<file path="src/rtl/lr5_matrix_pkg.sv">
// Shared constants and types for the LR5 8x8 matrix frame loader.
// The optional scroll feature is enabled by defining LR5_SCROLL_EN.
package lr5_matrix_pkg;

  localparam int ROWS    = 8;
  localparam int COLS    = 8;
  localparam int FRAME_W = 64;

  typedef enum logic [1:0] {
    ST_IDLE = 2'd0,
    ST_PEND = 2'd1,
    ST_SWAP = 2'd2
  } state_t;

  typedef logic [2:0] row_idx_t;

endpackage

</file>
<file path="src/rtl/lr5_ce_div.sv">
// Divides CE pulses by SCROLL_DIV and emits a one-cycle step pulse.
// Instantiated only when LR5_SCROLL_EN is defined.
module lr5_ce_div #(
  parameter int SCROLL_DIV = 8
) (
  input  logic CLK,
  input  logic RST,
  input  logic en,
  input  logic clr,
  input  logic ce,
  output logic step
);

  localparam int CNT_W = (SCROLL_DIV > 1) ? $clog2(SCROLL_DIV) : 1;
  localparam logic [CNT_W-1:0] CNT_LAST = CNT_W'(SCROLL_DIV - 1);

  logic [CNT_W-1:0] cnt_r;

  // CE counter modulo SCROLL_DIV; clr restarts the scroll period.
  always_ff @(posedge CLK or negedge RST) begin
    if (!RST) begin
      cnt_r <= '0;
      step  <= 1'b0;
    end else begin
      step <= 1'b0;
      if (clr) begin
        cnt_r <= '0;
      end else if (en && ce) begin
        if (cnt_r == CNT_LAST) begin
          cnt_r <= '0;
          step  <= 1'b1;
        end else begin
          cnt_r <= cnt_r + {{(CNT_W-1){1'b0}}, 1'b1};
        end
      end
    end
  end

endmodule

</file>
<file path="src/rtl/lr5_matrix_frame_loader.sv">
// Double-buffered 8x8 frame loader: rows go to a shadow buffer, COMMIT + CE swap it to DAT_O.
// Define LR5_SCROLL_EN to rotate every displayed row left by a CE-driven column offset.
module lr5_matrix_frame_loader
  import lr5_matrix_pkg::*;
#(
  parameter int SCROLL_DIV = 8
) (
  input  logic               CLK,
  input  logic               RST,
  input  logic               CE,
  input  logic               WR_STB,
  input  row_idx_t           WR_ADDR,
  input  logic [COLS-1:0]    WR_DAT,
  output logic               WR_RDY,
  input  logic               COMMIT,
  output logic               BUSY,
  output logic               FRAME_VLD,
  output logic [FRAME_W-1:0] DAT_O
);

  state_t                      state_r;
  logic [ROWS-1:0][COLS-1:0]   shadow_r;
  logic [ROWS-1:0][COLS-1:0]   active_r;

  if (SCROLL_DIV < 1) begin : g_bad_scroll_div
    $error("lr5_matrix_frame_loader: SCROLL_DIV must be at least 1");
  end

  // Frame FSM: shadow writes in IDLE, frozen in PEND until CE, one-cycle SWAP.
  always_ff @(posedge CLK or negedge RST) begin
    if (!RST) begin
      state_r   <= ST_IDLE;
      shadow_r  <= '0;
      active_r  <= '0;
      FRAME_VLD <= 1'b0;
      BUSY      <= 1'b0;
      WR_RDY    <= 1'b1;
    end else begin
      case (state_r)
        ST_IDLE: begin
          FRAME_VLD <= 1'b0;
          if (WR_STB) begin
            shadow_r[WR_ADDR] <= WR_DAT;
          end
          if (COMMIT) begin
            state_r <= ST_PEND;
            BUSY    <= 1'b1;
            WR_RDY  <= 1'b0;
          end
        end
        ST_PEND: begin
          if (CE) begin
            state_r   <= ST_SWAP;
            active_r  <= shadow_r;
            FRAME_VLD <= 1'b1;
          end
        end
        ST_SWAP: begin
          state_r   <= ST_IDLE;
          FRAME_VLD <= 1'b0;
          BUSY      <= 1'b0;
          WR_RDY    <= 1'b1;
        end
        default: begin
          state_r   <= ST_IDLE;
          FRAME_VLD <= 1'b0;
          BUSY      <= 1'b0;
          WR_RDY    <= 1'b1;
        end
      endcase
    end
  end

`ifdef LR5_SCROLL_EN
  logic                      swap_s;
  logic                      step_s;
  logic [2:0]                offset_r;
  logic [15:0]               rot_row_s;
  logic [ROWS-1:0][COLS-1:0] rot_s;

  assign swap_s = (state_r == ST_PEND) && CE;

  lr5_ce_div #(
    .SCROLL_DIV (SCROLL_DIV)
  ) u_ce_div (
    .CLK  (CLK),
    .RST  (RST),
    .en   (state_r == ST_IDLE),
    .clr  (swap_s),
    .ce   (CE),
    .step (step_s)
  );

  // Column offset: restarts on every swap, wraps naturally at 3 bits.
  always_ff @(posedge CLK or negedge RST) begin
    if (!RST) begin
      offset_r <= 3'd0;
    end else if (swap_s) begin
      offset_r <= 3'd0;
    end else if (step_s) begin
      offset_r <= offset_r + 3'd1;
    end else begin
      offset_r <= offset_r;
    end
  end

  // Rotate each active row left by the current offset.
  always_comb begin
    rot_s     = '0;
    rot_row_s = 16'h0000;
    for (int r = 0; r < ROWS; r++) begin
      rot_row_s = {active_r[r], active_r[r]} << offset_r;
      rot_s[r]  = rot_row_s[15:8];
    end
  end

  assign DAT_O = rot_s;
`else
  assign DAT_O = active_r;
`endif

endmodule

</file>
<file path="config.mk">
export PLATFORM = sky130hd
export DESIGN_NAME = lr5_matrix_frame_loader
export DESIGN_NICKNAME = d
export VERILOG_FILES = /design/src/rtl/lr5_matrix_pkg.sv /design/src/rtl/lr5_ce_div.sv /design/src/rtl/lr5_matrix_frame_loader.sv
export SDC_FILE = /design/constraint.sdc
export NUM_CORES = 1
export LEC_CHECK = 0
export BUFFER_PORTS_ARGS = -buffer_cell sky130_fd_sc_hd__clkbuf_2
export CAP_MARGIN = 20
export CORE_MARGIN = 2
export CORE_UTILIZATION = 25
export DETAILED_ROUTE_END_ITERATION = 16
export GPL_TIMING_DRIVEN = 0
export SKIP_CTS_REPAIR_TIMING = 1
export SLEW_MARGIN = 40
export SYNTH_ARGS = -nofsm -noshare
export SYNTH_HDL_FRONTEND = slang
export SYNTH_SLANG_ARGS = --single-unit
</file>
<file path="constraint.sdc">
create_clock -name CLK -period 3.5 [get_ports CLK]
set_input_delay 0.7 -clock CLK [delete_from_list [all_inputs] [get_ports CLK]]
set_output_delay 0.7 -clock CLK [all_outputs]
set_load 0.05 [all_outputs]
</file>
# After elaboration in Yosys (flattened, before gate mapping)
# Index checks and enable logic that the tools add are counted.
[totals]
register_bits = 133
elab_cells = 44
rom_bits = 0
memories = 0
latch_bits = 0
ram_bits = 0
[classes]
n_shift = 0
addsub = 0
div = 0
n_bitwise = 1
multipliers = 0
n_reduce_logical = 6
n_eq_ne = 3
magnitude_cmp = 2
n_mux = 12
[op_table]
columns = ["cell", "n"]
rows = [
  ["bitwise mux 64 bit", 1],
  ["demux 8 bit (select 3 bit)", 1],
  ["two-way mux 8 bit", 1],
  ["AND reduction 2 bit", 4],
  ["less-than comparator 3 x 4 -> 1 bit, second input constant", 1],
  ["two-way mux 1 bit", 4],
  ["two-way mux 2 bit", 2],
  ["inequality test 2 bit, second input constant", 2],
  ["one-hot mux 1 bit (2 select lines)", 2],
  ["one-hot mux 2 bit (2 select lines)", 1],
  ["greater-or-equal comparator 3 x 1 -> 1 bit, second input constant", 1],
  ["equality test 2 x 1 -> 1 bit, second input constant", 1],
  ["logical NOT 2 bit", 1],
  ["logical AND 1 bit", 1],
  ["inverter 1 bit", 1],
]

# Logic depth before layout (Yosys ltp)
# Gate-level depths: netlist of run 1.
[depth]
word_depth = 5
mapped_depth = 5
ltp_nobuf = 3

# Worst setup path after synthesis of run 1
# OpenSTA, ideal clock, no wires.
[synth_path]
kind = "input to register"
startpoint = "input port WR_ADDR[1]"
endpoint = "register shadow_r[10] (netlist bit)"
n_path_buf = 1
path_stages = 4
slack_ps = 1704
arrival_ps = 1669
path_cell_list = "buf_2 -> nor4b_4 -> nand2_2 -> mux2_1"
[synth_between]
elab_chain_cells = 5
word_cells_on_any_way = 6
[synth_rtl]
columns = ["item", "line", "source"]
rows = [
  ["start: declaration", "lr5_matrix_frame_loader.sv:12", "input row_idx_t WR_ADDR,"],
  ["less-than comparator 3 x 4 -> 1 bit (implied by the code) or greater-or-equal comparator 3 x 1 -> 1 bit (tied branches)", "lr5_matrix_frame_loader.sv:43", "shadow_r[WR_ADDR] <= WR_DAT;"],
  ["logical AND 1 bit (implied by the code)", "lr5_matrix_frame_loader.sv:43", ""],
  ["two-way mux 8 bit (implied by the code)", "lr5_matrix_frame_loader.sv:43", ""],
  ["demux 8 bit (select 3 bit) *", "lr5_matrix_frame_loader.sv:43", ""],
  ["bitwise mux 64 bit *", "lr5_matrix_frame_loader.sv:43", ""],
  ["end signal: assignment", "lr5_matrix_frame_loader.sv:33", "shadow_r <= '0;"],
  ["end signal: indexed assignment", "lr5_matrix_frame_loader.sv:43", ""],
  ["end: declaration", "lr5_matrix_frame_loader.sv:22", "logic [ROWS-1:0][COLS-1:0] shadow_r;"],
]
# Mark *: on every way between the ends. The rest lies on a longest branch, timed or not.
# A chain may end at the register's enable or synchronous reset.

# Worst setup path in the final report of run 1
[layout_path]
startpoint = "register WR_RDY"
endpoint = "output port WR_RDY"
[layout_lines]
columns = ["item", "line", "source"]
rows = [
  ["start: declaration", "lr5_matrix_frame_loader.sv:14", "output logic WR_RDY,"],
  ["start signal: assignment", "lr5_matrix_frame_loader.sv:37", "WR_RDY <= 1'b1;"],
  ["start signal: assignment", "lr5_matrix_frame_loader.sv:48", "WR_RDY <= 1'b0;"],
  ["start signal: assignment", "lr5_matrix_frame_loader.sv:62", "WR_RDY <= 1'b1;"],
]
# No word-level cell between the ends.

==> qor.yml, run 1 <==
die:
  row_count: 52
  die_h_um: 146
  io_pins: 83
  dieWidth_um: 146
  dieArea_um2: 21400
  coreArea_um2: 20000
  start_util_pct: 25.2
clock_network:
  cts-htree-levels: 4
  clockBufferDepth: 2
  cts_root_buffer: "clkbuf_16"
  cts_tree: "yes"
  cts-buffers-inserted: 17
  clk_pin_slew_ns: 0.05
  cts.sinks: 133
  clock_latency_ns: 0.42
worst_setup_path:
  path_max_fanout: 2
  end_kind: "output pin"
  start_kind: "flip-flop"
  required_ns: 2.80
  cpMaxStageDelayCell: "dfstp_2"
  path_buf_inv: 1
  ff2ff_setup_slack_ns: 1.81
  cpLargestDelayFamily: "flip-flops"
  crit_start: "WR_RDY$_DFFE_PN1P_"
  crit_chain: "clkbuf_2"
  cp.arrival_ns: 1.20
  r2r_start: "state_r[0]$_DFFE_PN0P_"
  crit_type: "reg -> out"
  critPathMaxStageDelay_ns: 0.53
sta:
  worstMarginPinSlew_ns: 0.402
  fin_crit_ns: 1.90
  fin_crit_sh_pct: 54.4
  fmax_ghz: 0.525
  hold_viol_final: 0
  slew_viol_final: 0
  finClkSkew_ns: 0.00845
  setup_ws_ns: 1.60
  slew_headroom_pct: 73.2
  setup_viol: 0
  finalSetupTns_ns: 0
  rsz0062_at_grt: "no"
cells_and_area:
  final_cells: 680
  layout.nets: 414
  synthToLayoutAreaGrowth_pct: 27.2
  final_common_cell: "dfrtp_1"
  fillers: 2021
  diodes: 0
  drive_above_1_share_pct: 62.2
  final_cell_mix: "dfrtp_1 (132), mux2_2 (122), clkbuf_2 (80)"
yosys:
  syn_avg_cell_area_um2: 17.1
  yosysSeqAreaShare_pct: 65.8
  synthesis.nets: 312
  synth_area_um2: 5060
  ys_ff_latch: 133
  postSynthCellCount: 296
  synth_warnings: 0
  ys_types: 22
drt:
  first_pass_iters: 4
  drc: 0
  vias_per_cell: 4.13
  drt_iter0_markers: 88
  vias: 2807
  routed_wl_um: 11500
  antenna_left: 0
  wl_per_cell_um: 16.9
placed_design:
  dp_hpwl_um: 7920
  dp_worst_setup_slack_ns: 1.44
  numPortBuffers: 81
  placedCellCount: 649
  gp_congestion: 0.680
global_route:
  grt_pass1_wl_um: 18000
  grt_overflow_total: 0
  grt_use_total_pct: 11.6
  grt_pass1_vias: 3038
  grt_max_degree: 51
  antenna_found_initial: 0
run:
  drv_cap: 0
power_and_ir_drop:
  leakage_nw: 2.99
  vdd_drop_max_mv: 0.247
  p_per_area_nw_per_um2: 1070
outcome:
  outcome: "finished clean"
worst_hold_path:
  hp-class: "in -> async"
cell type report:
cell class | count | area (µm²) | area share (%)
tap | 270 | 338 | 5.25
clock inverter | 10 | 97.6 | 1.52
inverter | 2 | 7.51 | 0.117
buffer | 11 | 96.3 | 1.50
multi-input combinational | 150 | 1630 | 25.3
timing repair buffer | 83 | 469 | 7.29
sequential | 133 | 3330 | 51.7
clock buffer | 21 | 470 | 7.31
report_power, final:
part | switching [mW] | leakage (nW) | total, mW | internal (mW)
Sequential | 0.351 | 1.63 | 2.59 | 2.23
Clock | 0.653 | 0.272 | 1.68 | 1.03
Combinational | 1.81 | 1.09 | 2.65 | 0.834
kinds of logic after synthesis:
logic type | synth area share (%)
flops | 65.8
buf+inv | 2.05
mux | 28.5
compound gates | 0.346
simple gates | 3.31
sequential cells by signal, indices dropped and copies added (netlist names):
register,count
BUSY,1
WR_RDY,1
state_r,2
shadow_r,64
FRAME_VLD,1
DAT_O,64
metrics by stage:
step                instance area (µm²)  hold slack [ns]  utilization (%)  power (mW)
floorplan                          5060            0.404                -        4.59
detailed placement                 5870            0.465             29.3        5.30
CTS                                6430            0.205             32.1        7.03
global placement                   5800            0.463             29.0        5.20
global route                       6430            0.215             32.1        7.28
finish                             6430            0.216             32.1        6.92
routing by layer:
layer  wire [µm]  vias up  track usage [%]  part of all wire [%]
met5           0        -                0                     0
met4         200        0             4.81                   1.7
met3         727       13             4.84                   6.3
met2        5650       62             18.7                    49
met1        4920     1467             13.6                    43
li1            -     1265                -                     -
path summary, 6_finish.rpt:
kind                                            end  cells past startpoint
setup / recovery                             WR_RDY                      1
hold reg to reg                DAT_O[0]$_DFFE_PN0P_                      1
max in group asynchronous        WR_RDY$_DFFE_PN1P_                      3
hold / removal                DAT_O[53]$_DFFE_PN0P_                      1
setup reg to reg           shadow_r[53]$_DFFE_PN0P_                      3
min in group CLK               DAT_O[0]$_DFFE_PN0P_                      1
synth_stat cells:
cell type,instances,area share (%)
nand2b_1,2,0.25
nand3b_1,1,0.15
and2_1,1,0.12
a21o_1,1,0.15
nor4_4,1,0.42
a21oi_1,2,0.20
dfstp_2,1,0.52
mux2_1,6,1.3
nand3_2,2,0.40
inv_1,2,0.15
buf_6,7,1.6
clkbuf_1,2,0.15
nor4b_4,1,0.47
nand4_2,2,0.49
dfrtp_1,132,65
buf_2,2,0.20
nor3b_1,1,0.15
nor3_1,1,0.099
nor2b_1,1,0.12
mux2_2,122,27
nand2_2,4,0.49
nor2_1,2,0.15
(Power assumes the default switching activity.)
==> run 2, diff against run 1 <==
Clock period 3.5 ns to 1.8 ns, I/O delays scaled along.
==> run 2 against run 1 <==
Combinational power rose by 94%. Non-clock buffer count increased by 1. Die area unchanged. Routed wire length is 0.33% higher. Hold slack better by 0.027 ns. Critical path type is now reg -> reg. Largest cell class unchanged.
==> qor.yml, run 2 (synthesized netlist as in run 1, its figures left out) <==
outcome:
  outcome: "finished clean"
cells_and_area:
  final_cell_mix: "dfrtp_1 (132), mux2_2 (122), clkbuf_2 (80)"
  seq_area_um2: 3330  # unchanged
  diodes: 0  # unchanged
  final_cells: 681  # +0.15%
  synthToLayoutAreaGrowth_pct: 27.5
  fillers: 2022  # +0.049%
  drive_above_1_share_pct: 62.3  # +0.092 points
  fin_area_um2: 6450  # +0.23%
  layout.nets: 415  # +0.24%
  fin_util_pct: 32.2  # +0.075 points
  final_common_cell: "dfrtp_1"
  multiInputGateArea_um2: 1630  # +0.31%
die:
  start_util_pct: 25.2  # unchanged
  die_h_um: 146  # unchanged
  io_pins: 83  # unchanged
  row_count: 52  # unchanged
  coreArea_um2: 20000  # unchanged
  dieWidth_um: 146  # unchanged
  dieArea_um2: 21400  # unchanged
power_and_ir_drop:
  switching_share_pct: 40.7  # about the same
  p_int_mw: 7.98  # +95%
  power_frac_clock_pct: 24.3  # about the same
  p_per_area_nw_per_um2: 2090  # +94%
  leakage_nw: 2.99  # +0.18%
  power.total_mw: 13.5  # +95%
  p_switching_mw: 5.48  # +95%
  power_frac_comb_pct: 38.3  # about the same
  pwr-share-seq_pct: 37.4  # about the same
  vdd_drop_max_mv: 0.481  # +94%
run:
  drv_cap: 0  # unchanged
sta:
  worstMarginPinSlew_ns: 0.438  # +0.0363 ns
  holdWs_ns: 0.242  # +0.0267 ns
  slew_headroom_pct: 70.8  # -2.4 points
  fin_crit_sh_pct: 88.5
  hold_viol_final: 0  # unchanged
  fmax_ghz: 0.628
  finClkSkew_ns: 0.00866  # +0.000218 ns
  rsz0062_at_grt: "no"
  slew_viol_final: 0  # unchanged
  setup_viol: 0  # unchanged
  fin_crit_ns: 1.59
drt:
  drc: 0  # unchanged
  vias_per_cell: 4.14  # +0.35%
  routed_wl_um: 11500  # +0.33%
  antenna_left: 0  # unchanged
  first_pass_iters: 4  # unchanged
  wl_per_cell_um: 16.9  # +0.18%
  drt_iter0_markers: 90  # +2.3%
  vias: 2821  # +0.50%
global_route:
  grt_use_total_pct: 11.6  # unchanged
  use_met1_pct: 13.6  # unchanged
  busiest_layer: "met2"
  grt_pass1_vias: 3038  # unchanged
  grt_max_degree: 51  # unchanged
  grt_use_met3_pct: 4.84  # unchanged
  antenna_found_initial: 0  # unchanged
  grt_overflow_total: 0  # unchanged
  gr-usage-met2_pct: 18.7  # unchanged
  grt_pass1_wl_um: 18000  # unchanged
placed_design:
  postPlaceCellArea_um2: 5870  # unchanged
  placedCellCount: 649  # unchanged
  numPortBuffers: 81  # unchanged
  dp_hpwl_um: 7920  # unchanged
  gp_congestion: 0.680  # unchanged
worst_setup_path:
  path_max_fanout: 10  # +8
  end_kind: "flip-flop"
  cp.arrival_ns: 1.88  # +0.68 ns
  crit_type: "reg -> reg"
  start_kind: "flip-flop"
  required_ns: 2.09  # -0.71 ns
clock_network:
  cts-htree-levels: 4  # unchanged
  clk_pin_slew_ns: 0.05  # about the same
  cts_tree: "yes"
  cts.sinks: 133  # unchanged
  clockBufferDepth: 2  # unchanged
  clock_latency_ns: 0.42  # about the same
  cts_root_buffer: "clkbuf_16"
  cts-buffers-inserted: 17  # unchanged
worst_hold_path:
  hp-class: "in -> reg"
[run 2: cell types whose count changed in the layout (fill, tap and decap cells not counted)]
cell           change
nor3_1             -1
nor3_2             +1
dlygate4sd3_1      +1
[run 2: metal layers]
metal,part of all wire (%),up-vias
li1,-,1267
met2,49,62
met5,0,-
met3,6.3,13
met1,43,1479
met4,1.7,0
[run 2: power by group through the flow]
stage / registers, mW / clock network (mW) / logic (mW)
2_1_floorplan: 7.45 / 0 / 1.47
3_3_place_gp: 5.00 / 0 / 5.10
3_5_place_dp: 5.10 / 0 / 5.22
4_1_cts: 5.05 / 3.38 / 5.23
5_1_grt: 5.21 / 3.53 / 5.43
6_report: 5.03 / 3.28 / 5.15
[run 2: worst max-delay path: stages, from the launching register on]
cell and delay (ns):
dfrtp_1 0.61, nand3b_1 0.18, buf_6 0.20, buf_6 0.15, mux2_1 0.32
[run 2: per-stage QoR]
stage	setup slack (ns)	setup TNS [ns]
4_1_cts	0.0895	0
3_3_place_gp	-1.66	-217.80
6_report	0.208	0
2_1_floorplan	0.344	0
5_1_grt	0.111	0
3_5_place_dp	0.0761	0
[run 2: area by class of cell]
class,count,share of cell area [%]
clock buffer,21,7.29
sequential,133,51.6
clock inverter,10,1.51
multi-input combinational,150,25.3
inverter,2,0.116
tap,270,5.24
buffer,11,1.49
timing repair buffer,84,7.43
[run 2: path summary, 6_finish.rpt]
kind,from,to,slack [ns],depth (start not counted)
max,state_r[0]$_DFFE_PN0P_,DAT_O[14]$_DFFE_PN0P_,0.21,4
min,COMMIT,BUSY$_DFFE_PN0P_,0.24,3
max reg2reg,state_r[0]$_DFFE_PN0P_,DAT_O[14]$_DFFE_PN0P_,0.21,4
min reg2reg,shadow_r[0]$_DFFE_PN0P_,DAT_O[0]$_DFFE_PN0P_,0.48,1
max in group asynchronous,RST,WR_RDY$_DFFE_PN1P_,0.50,4
min in group asynchronous,RST,DAT_O[53]$_DFFE_PN0P_,0.45,2
==> run 3, diff against run 2 <==
Clock period 1.8 ns to 1.48 ns, I/O delays scaled along.
==> run 3 against run 2 <==
The flow now finishes with violations (setup timing). Register-to-register slack worse by 0.29 ns. Setup slack worse by 0.29 ns. Final area is 3.0% higher. Highest routed layer unchanged.
==> qor.yml, run 3 (synthesized netlist as in run 1, its figures left out) <==
outcome:
  outcome: "finished with violations"
  violations: "setup timing"
cells_and_area:
  multiInputGateArea_um2: 1720  # +5.6%
  final_cell_mix: "dfrtp_1 (131), mux2_2 (116), clkbuf_2 (79)"
  fin_area_um2: 6640  # +3.0%
  fin_util_pct: 33.2  # +0.97 points
  layout.nets: 422  # +1.7%
  synthToLayoutAreaGrowth_pct: 31.3
  drive_above_1_share_pct: 64.6  # +2.3 points
  final_common_cell: "dfrtp_1"
  diodes: 0  # unchanged
  seq_area_um2: 3330  # about the same
  fillers: 2009  # -0.64%
worst_setup_path:
  crit_type: "reg -> reg"
  required_ns: 1.78  # -0.31 ns
  path_max_fanout: 8  # -2
  end_kind: "flip-flop"
  cp.arrival_ns: 1.86  # -0.02 ns
  start_kind: "flip-flop"
sta:
  slew_viol_final: 0  # unchanged
  hold_viol_final: 0  # unchanged
  fin_crit_ns: 1.56  # -0.0348 ns
  finClkSkew_ns: 0.00777  # -0.000893 ns
  fin_crit_sh_pct: 105  # +17 points
  slew_headroom_pct: 69.0  # -1.8 points
  worstMarginPinSlew_ns: 0.465  # +0.0266 ns
  fmax_ghz: 0.642  # +2.2%
  setup_viol: 90  # +90
  rsz0062_at_grt: "yes"
  holdWs_ns: 0.177  # -0.0652 ns
  setup_ws_ns: -0.0774  # -0.285 ns
drt:
  first_pass_iters: 4  # unchanged
  vias: 2850  # +1.0%
  wl_per_cell_um: 17.2  # +1.4%
  vias_per_cell: 4.14  # about the same
  routed_wl_um: 11800  # +2.4%
  antenna_left: 0  # unchanged
  drc: 0  # unchanged
  drt_iter0_markers: 94  # +4.4%
clock_network:
  cts-htree-levels: 4  # unchanged
  cts-buffers-inserted: 17  # unchanged
  cts.sinks: 133  # unchanged
  clockBufferDepth: 2  # unchanged
  cts_root_buffer: "clkbuf_16"
  clock_latency_ns: 0.42  # about the same
  clk_pin_slew_ns: 0.06  # about the same
  cts_tree: "yes"
power_and_ir_drop:
  pwr-share-seq_pct: 36.9  # -0.5 points
  vdd_drop_max_mv: 0.585  # +22%
  p_switching_mw: 6.73  # +23%
  power_frac_comb_pct: 39.2  # +0.9 points
  switching_share_pct: 40.5  # -0.28 points
  leakage_nw: 3.12  # +4.3%
  power_frac_clock_pct: 23.9  # -0.4 points
  p_int_mw: 9.90  # +24%
  p_per_area_nw_per_um2: 2500  # +20%
global_route:
  grt_pass1_wl_um: 18000  # unchanged
  antenna_found_initial: 0  # unchanged
  grt_pass1_vias: 3038  # unchanged
  grt_overflow_total: 0  # unchanged
  grt_use_total_pct: 11.6  # unchanged
  grt_max_degree: 51  # unchanged
worst_hold_path:
  hp-class: "in -> reg"
die:
  row_count: 52  # unchanged
  coreArea_um2: 20000  # unchanged
  die_h_um: 146  # unchanged
  dieArea_um2: 21400  # unchanged
  start_util_pct: 25.2  # unchanged
  dieWidth_um: 146  # unchanged
  io_pins: 83  # unchanged
run:
  drv_cap: 0  # unchanged
placed_design:
  postPlaceCellArea_um2: 5870  # unchanged
  dp_hpwl_um: 7920  # unchanged
  dp_worst_setup_slack_ns: -0.215  # -0.291 ns
  numPortBuffers: 81  # unchanged
  gp_congestion: 0.680  # unchanged
## run 3: stage by stage
stage	power (mW)	instances	TNS, ns
finish	16.6	688	-2.85
global route	17.5	688	-9.27
CTS	16.6	680	-9.44
detailed placement	12.5	649	-8.77
global placement	12.3	647	-257.32
floorplan	10.9	296	0
## run 3: final cells by class
class | instances | area share [%]
sequential | 133 | 50.1
multi-input combinational | 150 | 25.9
timing repair buffer | 91 | 8.27
clock buffer | 21 | 7.08
tap | 270 | 5.08
buffer | 11 | 1.92
clock inverter | 10 | 1.47
inverter | 2 | 0.113
## run 3: final timing paths
| kind | start | to | slack [ns] | cells past startpoint |
|---|---|---|---|---|
| max | state_r[0]$_DFFE_PN0P_ | shadow_r[10]$_DFFE_PN0P_ | -0.08 | 3 |
| min reg2reg | shadow_r[59]$_DFFE_PN0P_ | DAT_O[59]$_DFFE_PN0P_ | 0.50 | 1 |
| max reg2reg | state_r[0]$_DFFE_PN0P_ | shadow_r[10]$_DFFE_PN0P_ | -0.08 | 3 |
| max in group asynchronous | RST | WR_RDY$_DFFE_PN1P_ | 0.24 | 4 |
| min | COMMIT | BUSY$_DFFE_PN0P_ | 0.18 | 3 |
| min in group asynchronous | RST | DAT_O[53]$_DFFE_PN0P_ | 0.38 | 2 |
## run 3: power by group through the flow
stage	Combinational, mW	Clock (mW)	Sequential (mW)
floorplan	1.79	0	9.07
global placement	6.21	0	6.08
detailed placement	6.34	0	6.20
CTS	6.36	4.11	6.14
global route	6.86	4.30	6.36
finish	6.51	3.98	6.14
## run 3: critical path, stage by stage, from the launching register on
cell,delay (ns)
dfrtp_2,0.49
nor4b_4,0.42
nand2_4,0.19
mux2_4,0.34
## run 3: layer usage
metal	GRT usage [%]	share of wire, %	up-vias	wire [µm]
li1	-	-	1280	-
met2	18.7	50	66	5850
met4	4.81	1.7	0	195
met3	4.84	6.3	13	743
met1	13.6	43	1491	5020
met5	0	0	-	0
